File: config.mk
export PLATFORM = sky130hd
export DESIGN_NAME = ex_muldiv_unit_flat
export DESIGN_NICKNAME = d
export VERILOG_FILES = /design/src/rtl/ex_muldiv_unit_if.sv /design/src/rtl/ex_muldiv_unit.sv /design/src/flat_wrapper.sv
export SDC_FILE = /design/constraint.sdc
export NUM_CORES = 1
export LEC_CHECK = 0
export ABC_CLOCK_PERIOD_IN_PS = 7700
export BUFFER_PORTS_ARGS = -buffer_cell sky130_fd_sc_hd__buf_2
export CAP_MARGIN = 20
export CORE_MARGIN = 10
export CORE_UTILIZATION = 45
export DETAILED_ROUTE_END_ITERATION = 10
export PLACE_DENSITY = 0.68
export SLEW_MARGIN = 15
export SYNTH_ARGS = -nofsm -noshare
export SYNTH_HDL_FRONTEND = slang
export SYNTH_SLANG_ARGS = --single-unit
File: constraint.sdc
create_clock -name clk -period 7.7 [get_ports clk]
set_clock_uncertainty 0.2 [all_clocks]
set_input_delay 0.385 -clock clk [delete_from_list [all_inputs] [get_ports clk]]
set_output_delay 0.385 -clock clk [all_outputs]
set_load 0.005 [all_outputs]
File: src/rtl/ex_muldiv_unit_if.sv
// Execute-stage hookup between the pipeline and the RV32M multiply/divide unit.
// The master side is the pipeline and the slave side is the unit.
interface ex_muldiv_unit_if #(
    parameter int XLEN = 32
);
    logic            flush;
    logic            start;
    logic [2:0]      op;
    logic [XLEN-1:0] operand_a;
    logic [XLEN-1:0] operand_b;
    logic            stall;
    logic            done;
    logic [XLEN-1:0] result;

    modport master (
        output flush, start, op, operand_a, operand_b,
        input  stall, done, result
    );

    modport slave (
        input  flush, start, op, operand_a, operand_b,
        output stall, done, result
    );
endinterface

File: src/rtl/ex_muldiv_unit.sv
// Iterative RV32M multiply/divide unit that holds the pipeline while it works.
// Build option MULDIV_FAST_MUL_EN selects a single-cycle multiplier for ops 0-3.
module ex_muldiv_unit #(
    parameter int XLEN  = 32,
    parameter int CNT_W = 5
) (
    input  logic                clk,
    input  logic                reset,
    ex_muldiv_unit_if.slave     bus
);

    typedef enum logic [1:0] {
        IDLE = 2'd0,
        CALC = 2'd1,
        DONE = 2'd2
    } state_t;

    state_t              state_r;
    logic [2:0]          op_r;
    logic [CNT_W-1:0]    cnt_r;
    logic [2*XLEN-1:0]   acc_r;
    logic [XLEN-1:0]     opb_r;
    logic                neg_r;
    logic                rneg_r;
    logic [XLEN-1:0]     result_r;
    logic                done_r;

    logic                sign_a_s;
    logic                sign_b_s;
    logic                a_neg_s;
    logic                b_neg_s;
    logic [XLEN-1:0]     a_abs_s;
    logic [XLEN-1:0]     b_abs_s;
    logic                div_zero_s;
    logic                div_ovf_s;
    logic [XLEN-1:0]     special_res_s;
    logic [XLEN:0]       mul_sum_s;
    logic [XLEN:0]       div_shift_s;
    logic [XLEN:0]       div_diff_s;
    logic [2*XLEN-1:0]   acc_step_s;
    logic [2*XLEN-1:0]   prod_s;
    logic [XLEN-1:0]     quot_s;
    logic [XLEN-1:0]     rem_s;
    logic [XLEN-1:0]     final_res_s;
    logic [XLEN-1:0]     fast_res_s;

    function automatic logic [XLEN-1:0] abs_val(input logic [XLEN-1:0] v, input logic neg);
        abs_val = neg ? -v : v;
    endfunction

    // Operand signedness per funct3
    always_comb begin
        sign_a_s = 1'b0;
        sign_b_s = 1'b0;
        case (bus.op)
            3'd1: begin sign_a_s = 1'b1; sign_b_s = 1'b1; end
            3'd2: begin sign_a_s = 1'b1; sign_b_s = 1'b0; end
            3'd4: begin sign_a_s = 1'b1; sign_b_s = 1'b1; end
            3'd6: begin sign_a_s = 1'b1; sign_b_s = 1'b1; end
            default: begin sign_a_s = 1'b0; sign_b_s = 1'b0; end
        endcase
    end

    assign a_neg_s = sign_a_s & bus.operand_a[XLEN-1];
    assign b_neg_s = sign_b_s & bus.operand_b[XLEN-1];
    assign a_abs_s = abs_val(bus.operand_a, a_neg_s);
    assign b_abs_s = abs_val(bus.operand_b, b_neg_s);

    assign div_zero_s = bus.op[2] && (bus.operand_b == {XLEN{1'b0}});
    assign div_ovf_s  = bus.op[2] && !bus.op[0]
                        && (bus.operand_a == {1'b1, {(XLEN-1){1'b0}}})
                        && (bus.operand_b == {XLEN{1'b1}});

    // Divide-by-zero and signed-overflow answers, resolved without iterating
    always_comb begin
        special_res_s = {XLEN{1'b0}};
        if (div_zero_s) begin
            special_res_s = bus.op[1] ? bus.operand_a : {XLEN{1'b1}};
        end else if (div_ovf_s) begin
            special_res_s = bus.op[1] ? {XLEN{1'b0}} : {1'b1, {(XLEN-1){1'b0}}};
        end else begin
            special_res_s = {XLEN{1'b0}};
        end
    end

    // One iteration: shift-add for multiply, restoring shift-subtract for divide.
    // The low half of acc starts as the multiplier/dividend and fills with product/quotient bits.
    always_comb begin
        mul_sum_s   = {1'b0, acc_r[2*XLEN-1:XLEN]}
                      + (acc_r[0] ? {1'b0, opb_r} : {(XLEN+1){1'b0}});
        div_shift_s = acc_r[2*XLEN-1:XLEN-1];
        div_diff_s  = div_shift_s - {1'b0, opb_r};
        if (op_r[2]) begin
            if (!div_diff_s[XLEN]) begin
                acc_step_s = {div_diff_s[XLEN-1:0], acc_r[XLEN-2:0], 1'b1};
            end else begin
                acc_step_s = {div_shift_s[XLEN-1:0], acc_r[XLEN-2:0], 1'b0};
            end
        end else begin
            acc_step_s = {mul_sum_s, acc_r[XLEN-1:1]};
        end
    end

    // Sign correction and result select on the final iteration
    always_comb begin
        prod_s = neg_r  ? -acc_step_s : acc_step_s;
        quot_s = neg_r  ? -acc_step_s[XLEN-1:0] : acc_step_s[XLEN-1:0];
        rem_s  = rneg_r ? -acc_step_s[2*XLEN-1:XLEN] : acc_step_s[2*XLEN-1:XLEN];
        case (op_r)
            3'd0:    final_res_s = prod_s[XLEN-1:0];
            3'd1,
            3'd2,
            3'd3:    final_res_s = prod_s[2*XLEN-1:XLEN];
            3'd4,
            3'd5:    final_res_s = quot_s;
            3'd6,
            3'd7:    final_res_s = rem_s;
            default: final_res_s = {XLEN{1'b0}};
        endcase
    end

`ifdef MULDIV_FAST_MUL_EN
    localparam logic FAST_MUL = 1'b1;
    logic [2*XLEN-1:0] fa_s;
    logic [2*XLEN-1:0] fb_s;
    logic [2*XLEN-1:0] fast_prod_s;

    // Sign-extended full-width multiply; the low 2*XLEN bits equal the signed 33x33 product
    always_comb begin
        fa_s        = {{XLEN{a_neg_s}}, bus.operand_a};
        fb_s        = {{XLEN{b_neg_s}}, bus.operand_b};
        fast_prod_s = fa_s * fb_s;
        if (bus.op == 3'd0) begin
            fast_res_s = fast_prod_s[XLEN-1:0];
        end else begin
            fast_res_s = fast_prod_s[2*XLEN-1:XLEN];
        end
    end
`else
    localparam logic FAST_MUL = 1'b0;
    assign fast_res_s = {XLEN{1'b0}};
`endif

    // Control FSM with datapath registers; done and result are registered
    always_ff @(posedge clk) begin
        if (reset) begin
            state_r  <= IDLE;
            op_r     <= 3'd0;
            cnt_r    <= {CNT_W{1'b0}};
            acc_r    <= {(2*XLEN){1'b0}};
            opb_r    <= {XLEN{1'b0}};
            neg_r    <= 1'b0;
            rneg_r   <= 1'b0;
            result_r <= {XLEN{1'b0}};
            done_r   <= 1'b0;
        end else if (bus.flush) begin
            state_r <= IDLE;
            cnt_r   <= {CNT_W{1'b0}};
            done_r  <= 1'b0;
        end else begin
            case (state_r)
                IDLE: begin
                    if (bus.start) begin
                        op_r   <= bus.op;
                        cnt_r  <= {CNT_W{1'b0}};
                        acc_r  <= {{XLEN{1'b0}}, a_abs_s};
                        opb_r  <= b_abs_s;
                        neg_r  <= a_neg_s ^ b_neg_s;
                        rneg_r <= a_neg_s;
                        if (div_zero_s || div_ovf_s) begin
                            result_r <= special_res_s;
                            done_r   <= 1'b1;
                            state_r  <= DONE;
                        end else if (FAST_MUL && !bus.op[2]) begin
                            result_r <= fast_res_s;
                            done_r   <= 1'b1;
                            state_r  <= DONE;
                        end else begin
                            done_r  <= 1'b0;
                            state_r <= CALC;
                        end
                    end else begin
                        done_r  <= 1'b0;
                        state_r <= IDLE;
                    end
                end
                CALC: begin
                    acc_r <= acc_step_s;
                    cnt_r <= cnt_r + {{(CNT_W-1){1'b0}}, 1'b1};
                    if (cnt_r == {CNT_W{1'b1}}) begin
                        result_r <= final_res_s;
                        done_r   <= 1'b1;
                        state_r  <= DONE;
                    end else begin
                        done_r  <= 1'b0;
                        state_r <= CALC;
                    end
                end
                DONE: begin
                    done_r  <= 1'b0;
                    state_r <= IDLE;
                end
                default: begin
                    done_r  <= 1'b0;
                    state_r <= IDLE;
                end
            endcase
        end
    end

    // Stall reacts to start in the same cycle so ID/EX holds the instruction
    assign bus.stall  = !bus.flush && (((state_r == IDLE) && bus.start) || (state_r == CALC));
    assign bus.done   = done_r;
    assign bus.result = result_r;

endmodule

File: src/flat_wrapper.sv
// flat-port wrapper written by rule: the top's interface ports become plain ports
module ex_muldiv_unit_flat 
#(
    parameter int XLEN  = 32,
    parameter int CNT_W = 5
)
  (clk, reset, bus_flush, bus_start, bus_op, bus_operand_a, bus_operand_b, bus_stall, bus_done, bus_result);
  ex_muldiv_unit_if #(.XLEN(XLEN)) bus_i ();
  input  logic clk;
  input  logic reset;
  input wire logic [$bits(bus_i.flush)-1:0] bus_flush;
  input wire logic [$bits(bus_i.start)-1:0] bus_start;
  input wire logic [$bits(bus_i.op)-1:0] bus_op;
  input wire logic [$bits(bus_i.operand_a)-1:0] bus_operand_a;
  input wire logic [$bits(bus_i.operand_b)-1:0] bus_operand_b;
  output wire logic [$bits(bus_i.stall)-1:0] bus_stall;
  output wire logic [$bits(bus_i.done)-1:0] bus_done;
  output wire logic [$bits(bus_i.result)-1:0] bus_result;
  assign bus_i.flush = bus_flush;
  assign bus_i.start = bus_start;
  assign bus_i.op = bus_op;
  assign bus_i.operand_a = bus_operand_a;
  assign bus_i.operand_b = bus_operand_b;
  assign bus_stall = bus_i.stall;
  assign bus_done = bus_i.done;
  assign bus_result = bus_i.result;
  ex_muldiv_unit #(.XLEN(XLEN), .CNT_W(CNT_W)) u_core (.clk(clk), .reset(reset), .bus(bus_i));
endmodule
==> results of run 1 <==
[registers in the layout, indices dropped and copies added (netlist names)]
register / flops
u_core.opb_r: 32
u_core.cnt_r: 5
u_core.acc_r: 64
u_core.neg_r: 1
u_core.rneg_r: 1
u_core.op_r: 3
u_core.bus.result: 32
u_core.state_r: 2
[logic make-up (layout without fill, tap and decap cells)]
family	count (synthesis)	in the layout
XOR/XNOR	157	157
flip-flops	140	140
AO/OA/AOI/OAI	761	761
buffers and inverters	214	244
AND/OR/NAND/NOR	821	821
multiplexers	51	51
adder cells (fa/ha/maj)	72	72
[through the flow]
stage                     hold WS (ns)  cell area [um^2]
after floorplan                  0.254             15600
after global placement           0.276             16400
after detailed placement         0.277             16400
after CTS                       0.0272             17000
after global routing            0.0638             17000
final                           0.0412             17000
[worst max-delay path, stage by stage (launching register included)]
cell	delay, ns
dfxtp_1	0.34
inv_1	0.09
ha_1	0.22
fa_1	0.41
nor2b_1	0.25
o211a_1	0.31
o21ai_1	0.21
a21boi_4	0.31
o21ai_2	0.19
a31oi_2	0.45
ha_1	0.28
o2111ai_1	0.19
or4_1	0.58
or3_1	0.51
or3_1	0.43
nor2_1	0.35
nand4_1	0.30
o31ai_1	0.32
xnor2_1	0.11
a221oi_1	0.27
o22ai_1	0.11
[final cells by class]
cell class                 count  area [um^2]  share of cell area [%]
inverter                      71          267                    1.57
clock inverter                15          176                    1.04
sequential                   140         2810                    16.5
timing repair buffer         141          798                    4.70
clock buffer                  17          425                    2.50
multi-input combinational   1862        11900                    70.3
tap                          455          569                    3.35
[where the power goes]
| part | switching (mW) | leakage [nW] | internal, mW |
|---|---|---|---|
| Clock | 0.404 | 0.295 | 0.489 |
| Combinational | 0.499 | 5.07 | 0.253 |
| Sequential | 0.0364 | 1.14 | 0.753 |
[layer usage]
metal	vias to the layer above	share of wire, %	GRT usage, %
met5	-	0.021	0
met4	2	4.5	13.2
met3	153	10	5.88
met2	1025	43	42.7
met1	8494	43	39.2
li1	8279	-	-
[placed cells by master (no fill, tap or decap), types with 42 or more instances in the layout]
cell type	Yosys	layout
a21oi_1	177	177
and2_1	45	44
buf_2	23	104
a211oi_1	80	80
nor2_1	301	301
xnor2_1	93	93
nor3_1	77	76
o21ai_0	138	138
ha_1	70	70
nand2_1	162	162
xor2_1	64	64
dfxtp_1	140	139
inv_1	70	70
mux2i_1	42	42
[worst paths after layout]
check | startpoint | to | slack, ns | cells past startpoint
setup / recovery | u_core.acc_r[31] | u_core.bus.result[28] | 1.12 | 20
hold / removal | bus_op[2] | u_core.op_r[2] | 0.04 | 3
hold reg to reg | u_core.bus.result[0] | u_core.bus.result[0] | 0.29 | 2
setup reg to reg | u_core.acc_r[31] | u_core.bus.result[28] | 1.12 | 20
==> key figures, run 1 <==
Run status
  – Status: finished, final reports clean

Clock network
  – CTS root buf: clkbuf_16
  – Worst skew pair latency: 0.46 ns
  – Deepest clock path buffer count: 2
  – Reg clk slew, reported paths: 0.07 ns
  – CTS tree: done
  – Post-cts repair resize count: 0
  – H-tree level count: 4
  – Hold_buf cts: 0
  – Number of buffers created by CTS: 17
  – Setup bufs post-CTS: 0
  – Clock Sinks: 140

Synth
  – Sequential fraction of the synthesis area: 18.0%
  – Synth Area in Compound Gates: 32.8%
  – Main synth FF type: dfxtp_1
  – Post-synthesis xor/xnor area fraction: 8.83%
  – Post-synth net total: 2359
  – Post-Syn Area: 15600 um^2
  – Syn Area/Cell: 7.02 um^2
  – Synth top area share: 18.0%
  – Synthesis Warnings: 0
  – Post-synth EDFFs: 0
  – Synthesized instance count: 2216
  – Post-synthesis adder-cell area fraction: 5.88%
  – Post-synthesis mux area share: 3.35%
  – Ranking of synthesized cells by area: dfxtp_1, nor2_1, a21oi_1
  – Synth cell types: 91
  – Simple-Gate Fraction of Synth Area: 25.6%
  – Yosys reg bits: 140
  – Yosys top cell by area: dfxtp_1
  – Largest family of logic cells by synthesized area: compound AO/OA/AOI/OAI gates
  – Synth top cells by count: nor2_1, a21oi_1, nand2_1, dfxtp_1, o21ai_0
  – Asr flop ratio synth: 0%
  – Most frequent cell after synthesis: nor2_1

Power and ir drop
  – Worst vdd ir: 0.179 mV
  – Total design power: 2.43 mW
  – Pwr Density: 143 nW/um^2
  – Leakage: 6.50 nW

Worst hold path
  – Hold Path Class: input port to register

Placed design
  – Input/output buffers: 104
  – RePlAce Congestion: 1.01
  – Post-Place Cells: 2668
  – Placed wire-length estimate: 47.8 mm
  – Dpl ws: 1.33 ns

Route
  – Final antenna-violating net count: 0
  – Post-Route WL: 63.1 mm
  – Via count: 18000
  – DRC: 0
  – Initial DRC count: 2282
  – Wirelength per Cell: 23.4 um
  – DRT Pass-1 Iters: 6
  – Vias per cell: 6.65

GRT
  – Vias in the first global route: 16300
  – Gr usage total: 28.8%
  – First-pass GRT wire length: 96.0 mm
  – Total global routing overflow: 0
  – Initial antenna violation count: 1
  – Largest net degree at the start of global routing: 89

Setup path
  – Startpoint Class: register
  – Worst Path Max Fanout: 10
  – Crit path kind: register to register
  – Crit path arrival time: 6.71 ns
  – CP endpoint kind: register
  – Critical Path RT: 7.82 ns

Timing
  – Slew HR: 26.5%
  – # setup viols final: 0
  – Final Worst Setup Slack: 1.12 ns
  – Final hold vios: 0
  – Final worst-path cycle share: 85.5%
  – Slew @ Worst Pin: 1.10 ns
  – TNS Setup: 0 ns
  – Post-route minimum period: 6.58 ns
  – Final Max Tran Viols: 0
  – Fmax: 152 MHz
  – Unrepaired setup endpoints after global routing: false

Die
  – Initial Util: 45.3%
  – Die H: 206 um
  – Core ar.: 34400 um^2
  – IO Count: 105
  – Die width: 206 um
  – Die area: 42400 um^2
  – Row count: 68

Layout
  – Antenna cells: 0
  – Final core utilization: 49.4%
  – Area Growth Syn to Fin: 9.16%
  – # fillers: 3499
  – Layout Nets: 2376
  – Layout cells sized above 1: 10.2%
  – Final std cells w/o fill: 2701

Run
  – MaxCap Viol Count: 0
No activity file was read; power rests on OpenSTA's default activity.
==> run 2: changes to the inputs <==
--- a/config.mk
+++ b/config.mk
@@ -12,6 +12,7 @@
 export CORE_UTILIZATION = 45
 export DETAILED_ROUTE_END_ITERATION = 10
 export PLACE_DENSITY = 0.68
+export RECOVER_POWER = 25
 export SLEW_MARGIN = 15
 export SYNTH_ARGS = -nofsm -noshare
 export SYNTH_HDL_FRONTEND = slang
==> run 2 against run 1 <==
The run now ends with capacitance limit, slew limit left. Die area did not move. Register-to-register slack got worse by 0.07 ns. Total power rose by 0.14%. Critical path type unchanged. Largest cell class unchanged. Largest power group unchanged. Highest routed layer unchanged.
==> key figures, run 2 (synthesis results as in run 1) <==
Run status
  – Status: finished with violations (was finished, final reports clean)
  – Violated checks: capacitance limit, slew limit

Clock network
  – Post-cts repair resize count: 0 (unchanged)
  – Worst skew pair latency: 0.46 ns (about the same)
  – Deepest clock path buffer count: 2 (unchanged)
  – H-tree level count: 4 (unchanged)
  – Clock Sinks: 140 (unchanged)
  – Setup bufs post-CTS: 0 (unchanged)
  – Hold_buf cts: 0 (unchanged)
  – Number of buffers created by CTS: 17 (unchanged)
  – Reg clk slew, reported paths: 0.07 ns (about the same)
  – CTS tree: done (unchanged)
  – CTS root buf: clkbuf_16 (unchanged)

Timing
  – Final hold vios: 0 (unchanged)
  – # setup viols final: 0 (unchanged)
  – Final Max Tran Viols: 170 (was 0)
  – Slew @ Worst Pin: 4.50 ns (was 1.10 ns)
  – Unrepaired setup endpoints after global routing: false (unchanged)
  – TNS Setup: 0 ns (unchanged)
  – Slew HR: -200% (was 26.5%)
  – Post-route minimum period: 6.65 ns (was 6.58 ns)
  – Fmax: 150 MHz (was 152 MHz)
  – Final worst-path cycle share: 86.4% (was 85.5%)

GRT
  – Vias in the first global route: 16300 (unchanged)
  – Initial antenna violation count: 1 (unchanged)
  – Total global routing overflow: 0 (unchanged)
  – First-pass GRT wire length: 96.0 mm (unchanged)
  – Largest net degree at the start of global routing: 89 (unchanged)
  – Gr usage total: 28.8% (unchanged)

Layout
  – Max reg flops: 64 (unchanged)
  – Final std cells w/o fill: 2702 (was 2701)
  – Area Growth Syn to Fin: 8.85% (was 9.16%)
  – Layout Nets: 2376 (unchanged)
  – Commonest non-fill, non-tap cell in the layout: nor2_1 (unchanged)
  – Largest reg by FF count: u_core.acc_r (unchanged)
  – Final core utilization: 49.3% (was 49.4%)
  – Commonest cells after routing, fill and taps aside: nor2_1, a21oi_1, nand2_1, dfxtp_1, o21ai_0 (unchanged)
  – Design area: 16900 um^2 (was 17000 um^2)
  – Layout cells sized above 1: 8.64% (was 10.2%)

Route
  – DRC: 0 (unchanged)
  – Post-Route WL: 63.1 mm (about the same)
  – Final antenna-violating net count: 0 (unchanged)
  – DRT Pass-1 Iters: 6 (unchanged)
  – Via count: 17900 (was 18000)
  – Wirelength per Cell: 23.4 um (about the same)
  – Initial DRC count: 2543 (was 2282)
  – Vias per cell: 6.64 (was 6.65)

Die
  – Die width: 206 um (unchanged)
  – Core ar.: 34400 um^2 (unchanged)
  – Die H: 206 um (unchanged)
  – Initial Util: 45.3% (unchanged)
  – IO Count: 105 (unchanged)
  – Die area: 42400 um^2 (unchanged)
  – Row count: 68 (unchanged)

Setup path
  – Critical Path RT: 7.75 ns (was 7.82 ns)
  – Startpoint Class: register (unchanged)
  – Crit path kind: register to register (unchanged)
  – Worst Path Max Fanout: 10 (unchanged)
  – Crit path arrival time: 6.70 ns (was 6.71 ns)
  – Worst setup path startpoint: u_core.acc_r[31] (unchanged)
  – Launch point of the worst reg-to-reg path: u_core.acc_r[31] (unchanged)
  – CP endpoint kind: register (unchanged)

Power and ir drop
  – Leakage: 6.36 nW (was 6.50 nW)
  – Total design power: 2.44 mW (was 2.43 mW)
  – Pwr Density: 144 nW/um^2 (was 143 nW/um^2)
  – Clock group share of total power: 36.7% (about the same)
  – P_int: 1.50 mW (about the same)
  – Switching power: 943 uW (was 939 uW)
  – Switch share: 38.7% (was 38.6%)
  – Comb pwr share: 30.8% (was 30.9%)
  – Sequential share of power: 32.4% (about the same)
  – Worst vdd ir: 0.180 mV (was 0.179 mV)

Worst hold path
  – Hold Path Class: input port to register (unchanged)
  – Hold Path Origin: bus_op[2] (unchanged)

Placed design
  – Placed wire-length estimate: 47.8 mm (unchanged)
  – RePlAce Congestion: 1.01 (unchanged)
  – Input/output buffers: 104 (unchanged)
  – Placed instance area: 16400 um^2 (unchanged)
  – Post-Place Cells: 2668 (unchanged)

Run
  – MaxCap Viol Count: 3 (was 0)
run 2: cell count changes in the layout (fill, tap and decap cells not counted), sizes merged:
cell / change
clkbuf: +34
buf: -34
diode: +1
run 2: final timing paths:
| kind | endpoint | slack [ns] | cells after the start |
|---|---|---|---|
| setup / recovery | u_core.bus.result[28] | 1.05 | 20 |
| hold / removal | u_core.op_r[2] | 0.04 | 3 |
| setup reg to reg | u_core.bus.result[28] | 1.05 | 20 |
| hold reg to reg | u_core.bus.result[0] | 0.29 | 2 |
run 2: cell type report:
type | count | area (um^2)
Fill cell | 3508 | 17400
Sequential cell | 140 | 2810
Timing Repair Buffer | 141 | 748
Tap cell | 455 | 569
Clock inverter | 15 | 176
Clock buffer | 17 | 425
Inverter | 71 | 267
Antenna cell | 1 | 2.50
Multi-Input combinational cell | 1862 | 11900
run 2: per-layer routing:
layer  up-vias  global-route usage, %  wire length [um]
met2       993                   42.7             27200
met4         2                   13.2              2760
li1       8278                      -                 -
met3       152                   5.88              6130
met1      8514                   39.2             27000
met5         -                      0                13
run 2: metrics by stage:
step / setup WS (ns) / hold WS, ns
3_3_place_gp: 1.49 / 0.276
3_5_place_dp: 1.33 / 0.277
6_report: 1.05 / 0.0383
5_1_grt: 0.639 / 0.0638
2_1_floorplan: 2.10 / 0.254
4_1_cts: 1.28 / 0.0272
run 2: worst max-delay path, stage by stage, from the launching register on:
cell and delay [ns]:
dfxtp_1 0.34, inv_1 0.09, ha_1 0.22, fa_1 0.41, nor2b_1 0.25, o211a_1 0.31
o21ai_1 0.21, a21boi_4 0.31, o21ai_2 0.19, a31oi_2 0.45, ha_1 0.28, o2111ai_1 0.18
or4_1 0.57, or3_1 0.50, or3_1 0.43, nor2_1 0.36, nand4_1 0.31, o31ai_1 0.32
xnor2_1 0.12, a221oi_1 0.27, o22ai_1 0.11
run 2: power by group through the flow:
stage          sequential, mW  combinational, mW  clock (mW)
6_report                0.790              0.752       0.896
3_5_place_dp            0.805              0.723           0
5_1_grt                 0.793              0.812       0.927
2_1_floorplan           0.789              0.514           0
4_1_cts                 0.788              0.727       0.898
3_3_place_gp            0.803              0.716           0
